[config.mk]
export PLATFORM = sky130hd
export DESIGN_NAME = vram_arbiter
export DESIGN_NICKNAME = d
export VERILOG_FILES = /design/src/rtl/vram_arbiter.sv
export SDC_FILE = /design/constraint.sdc
export NUM_CORES = 1
export LEC_CHECK = 0
export CAP_MARGIN = 5
export CORE_MARGIN = 2
export CORE_UTILIZATION = 43
export DETAILED_ROUTE_END_ITERATION = 6
export GPL_ROUTABILITY_DRIVEN = 0
export PLACE_DENSITY_LB_ADDON = 0.08
export SLEW_MARGIN = 30
export SYNTH_ARGS = -nofsm -noshare
export SYNTH_HDL_FRONTEND = slang
export SYNTH_SLANG_ARGS = --single-unit
[constraint.sdc]
create_clock -name clk_i -period 2.1 [get_ports clk_i]
set_clock_uncertainty 0.15 [all_clocks]
set_input_delay 0.63 -clock clk_i [delete_from_list [all_inputs] [get_ports clk_i]]
set_output_delay 0.63 -clock clk_i [all_outputs]
set_load 0.05 [all_outputs]
[src/rtl/vram_arbiter.sv]
// Video RAM arbiter: display fetches have absolute priority over a host port.
// A fixed three-cycle pipeline returns display data; a host FSM issues one access at a time and flags starvation.
module vram_arbiter #(
    parameter int AW         = 12,
    parameter int DW         = 16,
    parameter int STARVE_MAX = 64
) (
    input  logic          clk_i,
    input  logic          rstn_i,
    input  logic          disp_req_i,
    input  logic [AW-1:0] disp_addr_i,
    output logic [DW-1:0] disp_data_o,
    output logic          disp_valid_o,
    input  logic          host_req_i,
    input  logic          host_we_i,
    input  logic [AW-1:0] host_addr_i,
    input  logic [DW-1:0] host_wdata_i,
    output logic          host_ack_o,
    output logic [DW-1:0] host_rdata_o,
    input  logic          clr_starved_i,
    output logic          host_starved_o,
    output logic          mem_en_o,
    output logic          mem_we_o,
    output logic [AW-1:0] mem_addr_o,
    output logic [DW-1:0] mem_wdata_o,
    input  logic [DW-1:0] mem_rdata_i
);

    localparam logic [7:0] SMAX = 8'(STARVE_MAX);

    typedef enum logic [2:0] {
        IDLE,
        PEND,
        ISSUED,
        RDWAIT,
        ACK
    } hstate_t;

    hstate_t    state;
    hstate_t    state_nx;
    logic       host_pend;
    logic       host_win;
    logic [1:0] tag1;
    logic [1:0] tag2;
    logic [7:0] cnt;
    logic [7:0] cnt_nx;

    // An IDLE request competes in the same cycle it arrives.
    assign host_pend  = host_req_i && (state == IDLE || state == PEND);
    assign host_win   = host_pend && !disp_req_i;
    assign host_ack_o = (state == ACK);

    always_comb begin
        state_nx = state;
        unique case (state)
            IDLE: begin
                if (host_req_i)
                    state_nx = host_win ? ISSUED : PEND;
            end
            PEND: begin
                if (!host_req_i)
                    state_nx = IDLE;
                else if (host_win)
                    state_nx = ISSUED;
            end
            ISSUED:  state_nx = mem_we_o ? ACK : RDWAIT;
            RDWAIT:  state_nx = ACK;
            ACK:     state_nx = IDLE;
            default: state_nx = IDLE;
        endcase
    end

    always_comb begin
        cnt_nx = 8'd0;
        if (host_pend && !host_win)
            cnt_nx = (cnt == 8'hFF) ? cnt : cnt + 8'd1;
    end

    always_ff @(posedge clk_i or negedge rstn_i) begin
        if (!rstn_i) begin
            state          <= IDLE;
            cnt            <= 8'd0;
            host_starved_o <= 1'b0;
        end else begin
            state <= state_nx;
            cnt   <= cnt_nx;
            if (host_pend && !host_win && cnt_nx == SMAX)
                host_starved_o <= 1'b1;
            else if (clr_starved_i)
                host_starved_o <= 1'b0;
        end
    end

    always_ff @(posedge clk_i or negedge rstn_i) begin
        if (!rstn_i) begin
            mem_en_o    <= 1'b0;
            mem_we_o    <= 1'b0;
            mem_addr_o  <= '0;
            mem_wdata_o <= '0;
        end else begin
            mem_en_o <= disp_req_i || host_win;
            mem_we_o <= host_win && host_we_i;
            if (disp_req_i) begin
                mem_addr_o <= disp_addr_i;
            end else if (host_win) begin
                mem_addr_o  <= host_addr_i;
                mem_wdata_o <= host_wdata_i;
            end
        end
    end

    // Read-owner tags {disp, host} follow each read to its data cycle.
    always_ff @(posedge clk_i or negedge rstn_i) begin
        if (!rstn_i) begin
            tag1         <= 2'b00;
            tag2         <= 2'b00;
            disp_valid_o <= 1'b0;
            disp_data_o  <= '0;
            host_rdata_o <= '0;
        end else begin
            tag1         <= {disp_req_i, host_win && !host_we_i};
            tag2         <= tag1;
            disp_valid_o <= tag2[1];
            if (tag2[1])
                disp_data_o <= mem_rdata_i;
            if (tag2[0])
                host_rdata_o <= mem_rdata_i;
        end
    end

endmodule

After elaboration in Yosys (flattened, before gate mapping) --
Cells that the tools add are included.
Storage, ports and cells: flip-flop bits (word level) 79, word-level logic and storage cells 50
Operators by class: equal/unequal tests 8, reductions and logical operators 16, add/subtract/negate cells 1, bitwise logic cells 1, mux-type cells 12
Operators by type and width (count):
- 2-to-1 mux 12 bit | 2
- 2-to-1 mux 8 bit | 2
- 2-to-1 mux 3 bit | 4
- case mux 3 bit (4 select lines) | 1
- adder 8 x 1 -> 8 bit, second input constant | 1
- equality test 8 x 7 -> 1 bit, second input constant | 1
- equality test 8 bit, second input constant | 1
- equality test 3 x 2 -> 1 bit, second input constant | 2
- logical AND 1 bit | 6
- AND reduction 2 bit | 2
- nonzero test 2 bit | 2
- equality test 3 x 1 -> 1 bit, second input constant | 1
- equality test 3 bit, second input constant | 1
- logical NOT 1 bit | 3
- logical NOT 3 bit | 1
- != test 3 bit, second input constant | 1
- logical OR 1 bit | 2
- 2-to-1 mux 1 bit | 2
- 2-to-1 mux 2 bit | 1
- != test 2 bit, second input constant | 1
- inverter 1 bit | 1

Logic depth before layout (Yosys ltp) --
Gate-level depths: netlist of run 1.
word-level depth 10, gate-level depth with buffers 6, depth with buffers taken out 6

Worst setup path after synthesis of run 1 --
Ideal clock, no wire load.
path kind register -> output, from register state[1], to output host_ack_o, slack -0.260 ns, required time 1.320 ns, path buffers 0, stages on the path, launching flop included 2, data arrival time 1.580 ns, cell sequence dfrtp_1 -> nor3b_1
On the way: cells in the longest elaborated chain, start to end 1
Ends and longest elaborated chain:
- start: declaration | RTL line 39 | hstate_t state;
- start signal: assignment | RTL line 85 | state <= state_nx;
- equality test 3 bit | RTL line 51 | assign host_ack_o = (state == ACK);
- end: declaration | RTL line 18 | output logic host_ack_o,
No other way between the ends.

Worst setup path in the final report of run 1 --
Same ends and word-level chain as after synthesis.

==> flow_summary.yaml, run 1 <==
yosys:
  synth_commonest_cells: "dfrtp_1 (79), mux2_2 (48), nand2_1 (18), o21ai_0 (16), mux2i_1 (12)"
  ys_ff_latch: 79
  async_flop_share_pct: 100
  synthCells: 235
  netlist.area_leader.share_pct: 62.1
  synth_flop_cell: "dfrtp_1"
  synth_nets: 298
  synth.most_common_cell: "dfrtp_1"
  synth_fa_ha_area_share_pct: 0.746
  synth_compound_area_share_pct: 4.67
  synth_top_family_by_area: "multiplexers"
  synth-simple-area-share_pct: 8.21
  synth_top_area_cell: "dfrtp_1"
  synth_top_cells_by_area: "dfrtp_1 (62%), mux2_2 (17%), mux2i_1 (3.8%)"
  synth_xor_area_share_pct: 1.10
  synthMuxAreaShare_pct: 20.7
  syn_avg_cell_area_um2: 13.6
  yosysUniqueCellTypes: 35
  ys_warn_count: 0
  ys_seq_area_share_pct: 62.1
  synth_area_um2: 3190
  synth_edf_count: 0
power:
  leakage_uw: 0.00213
  powerDensity_nw_per_um2: 1330
  irDropWorstVdd_mv: 0.871
  fin_total_pwr_uw: 6290
cells_and_area:
  nets: 440
  layout-drive-gt1-share_pct: 39.4
  area_delta_synth_final_pct: 48.2
  insertedDiodeCount: 0
timing:
  tightest_slew_ns: 0.364
  setup_viol: 0
  hold_viol_final: 0
  slew_headroom_pct: 75.8
  slew_viol_final: 0
  max_clock_freq_ghz: 0.483
  post-route-period-util_pct: 98.6
  period_needed_ns: 2.07
  holdWs_ns: 0.203
route:
  vias: 2305
  routed_wl_um: 6810
  wl_per_cell_um: 14.2
  drcViolationCount: 0
  drtIter0Drc: 88
  firstDrtPassIters: 4
  via_per_inst: 4.80
  top_layer_used: "met4"
  wl_met1_um: 3080
  wl_met2_um: 3080
  dr_wl_met3_um: 476
  antenna_left: 0
clock_tree:
  cts_buffers: 9
  cts.htree.levels: 3
  cts_max_path_buffers: 2
  cts_root_buf: "clkbuf_8"
  cts_tree: "built"
  insertion_delay_ns: 0.34
  cts_sinks: 79
  clk_pin_slew_ns: 0.07
worst_setup_path:
  startpoint_type: "flip-flop"
  rr_endpoint: "host_starved_o"
  r2r_cells: 6
  r2r-start: "cnt[0]"
  crit_arrival_ns: 1.29
  worst-path-max-fanout: 7
  rrSetupSlack_ns: 0.20
  cp_data_required_time_ns: 1.32
  critical_path_class: "flip-flop to output port"
  end_kind: "output port"
floorplan:
  initial_core_util_pct: 44.2
  fp.dieW_um: 90.1
  io-pin-count: 127
  dieHeight_um: 90.1
  core-area_um2: 7210
  die_area_um2: 8110
  num_rows: 31
placement:
  hpwl_um: 5000
  port_buffers: 126
global_route:
  grt_pass1_wl_um: 11200
  grt_max_degree: 34
  grt_use_total_pct: 17.4
  grt_pass1_vias: 2261
  antenna_found_initial: 0
  overflow: 0
flow_run:
  max_cap_violations: 0
hold_path:
  hp-class: "flip-flop to flip-flop"
  holdPathEnd: "tag2[1]"
  hold_start: "tag1[1]"
  hold_depth: 0
run_status:
  outcome: "finished clean"
cells by family after synthesis:
family | after synthesis
compound gates | 27
xor+xnor | 4
fa+ha+maj | 2
buf+inv | 16
flops | 79
mux | 60
simple gates | 47
how the worst max path moves through the flow:
stage / cells after the start / slack (ns) / start / endpoint
2_1_floorplan: 5 / 0.18 / host_req_i / mem_wdata_o[10]
3_3_place_gp: 5 / -0.35 / host_req_i / mem_wdata_o[0]
3_5_place_dp: 7 / -0.44 / host_req_i / host_starved_o
4_1_cts: 2 / 0.04 / state[1] / host_ack_o
5_1_grt: 2 / -0.02 / state[1] / host_ack_o
6_report: 2 / 0.03 / state[1] / host_ack_o
stage by stage:
| stage | setup WS, ns | std cells | util, % | cell area (um^2) | setup TNS [ns] |
|---|---|---|---|---|---|
| floorplan | 0.176 | 235 | - | 3190 | 0 |
| global placement | -0.348 | 464 | 62.6 | 4510 | -7.25 |
| detailed placement | -0.437 | 464 | 62.6 | 4510 | -10.10 |
| CTS | 0.0390 | 480 | 65.2 | 4710 | 0 |
| global route | -0.0185 | 480 | 65.4 | 4720 | -0.0185 |
| finish | 0.0285 | 480 | 65.4 | 4720 | 0 |
per-layer routing:
| metal | up-vias | track usage (%) |
|---|---|---|
| met5 | - | 0 |
| met1 | 1088 | 24.0 |
| met3 | 15 | 4.61 |
| li1 | 1111 | - |
| met2 | 91 | 25.3 |
| met4 | 0 | 9.23 |
critical path, cell delays in order (launching register included):
cell and delay (ns):
dfrtp_1 0.49, nor3b_4 0.29, buf_12 0.17
layout by cell type, fill, tap and decap left out, types with 2 or more instances in the layout:
cell type / count
clkdlybuf4s50_1: 60
buf_12: 4
nand3_1: 3
nand2_1: 18
nor2b_1: 4
xor2_1: 3
mux2_2: 48
inv_1: 5
buf_4: 77
nor3b_4: 2
nor2_1: 5
nor3_1: 2
a21oi_1: 6
clkbuf_8: 9
clkbuf_1: 2
and2_1: 2
a31oi_1: 2
clkinv_2: 2
o21ai_0: 16
mux2i_1: 12
nor3b_1: 2
dfrtp_1: 78
flip-flops by register name, indices dropped and copies added (netlist names):
name and count:
disp_data_o 16, mem_addr_o 12, mem_en_o 1, mem_wdata_o 16, disp_valid_o 1, host_starved_o 1, tag2 2, host_rdata_o 16
state 3, mem_we_o 1, cnt 8, tag1 2
power breakdown:
part / switching (uW) / internal [uW]
logic: 1940 / 1070
clock network: 517 / 540
registers: 262 / 1960
cell type report:
cell class	instances	area, um^2
Inverter	5	18.8
Clock inverter	4	47.5
Timing Repair Buffer	142	1270
Clock buffer	11	131
Fill cell	587	2490
Tap cell	99	124
Multi-Input combinational cell	140	1150
Sequential cell	79	1980
what timing repair did:
item | 4_1_cts | 5_1_grt
cloned | 0 | 0
setup buffers | 0 | 0
hold endpoints to repair | 16 | 0
gates resized for setup | 1 | 3
endpoints found under the setup margin | 17 | 14
hold buffers | 1 | 0
(Power assumes the default switching activity.)
==> inputs of run 2 (changes only) <==
--- a/config.mk
+++ b/config.mk
@@ -10,8 +10,9 @@
 export CORE_UTILIZATION = 43
 export DETAILED_ROUTE_END_ITERATION = 6
 export GPL_ROUTABILITY_DRIVEN = 0
+export HOLD_SLACK_MARGIN = 0.03
 export PLACE_DENSITY_LB_ADDON = 0.08
-export SLEW_MARGIN = 30
+export SLEW_MARGIN = 5
 export SYNTH_ARGS = -nofsm -noshare
 export SYNTH_HDL_FRONTEND = slang
 export SYNTH_SLANG_ARGS = --single-unit
==> results of run 2 <==
Final layout, timing and power as in run 1 (identical DEF).
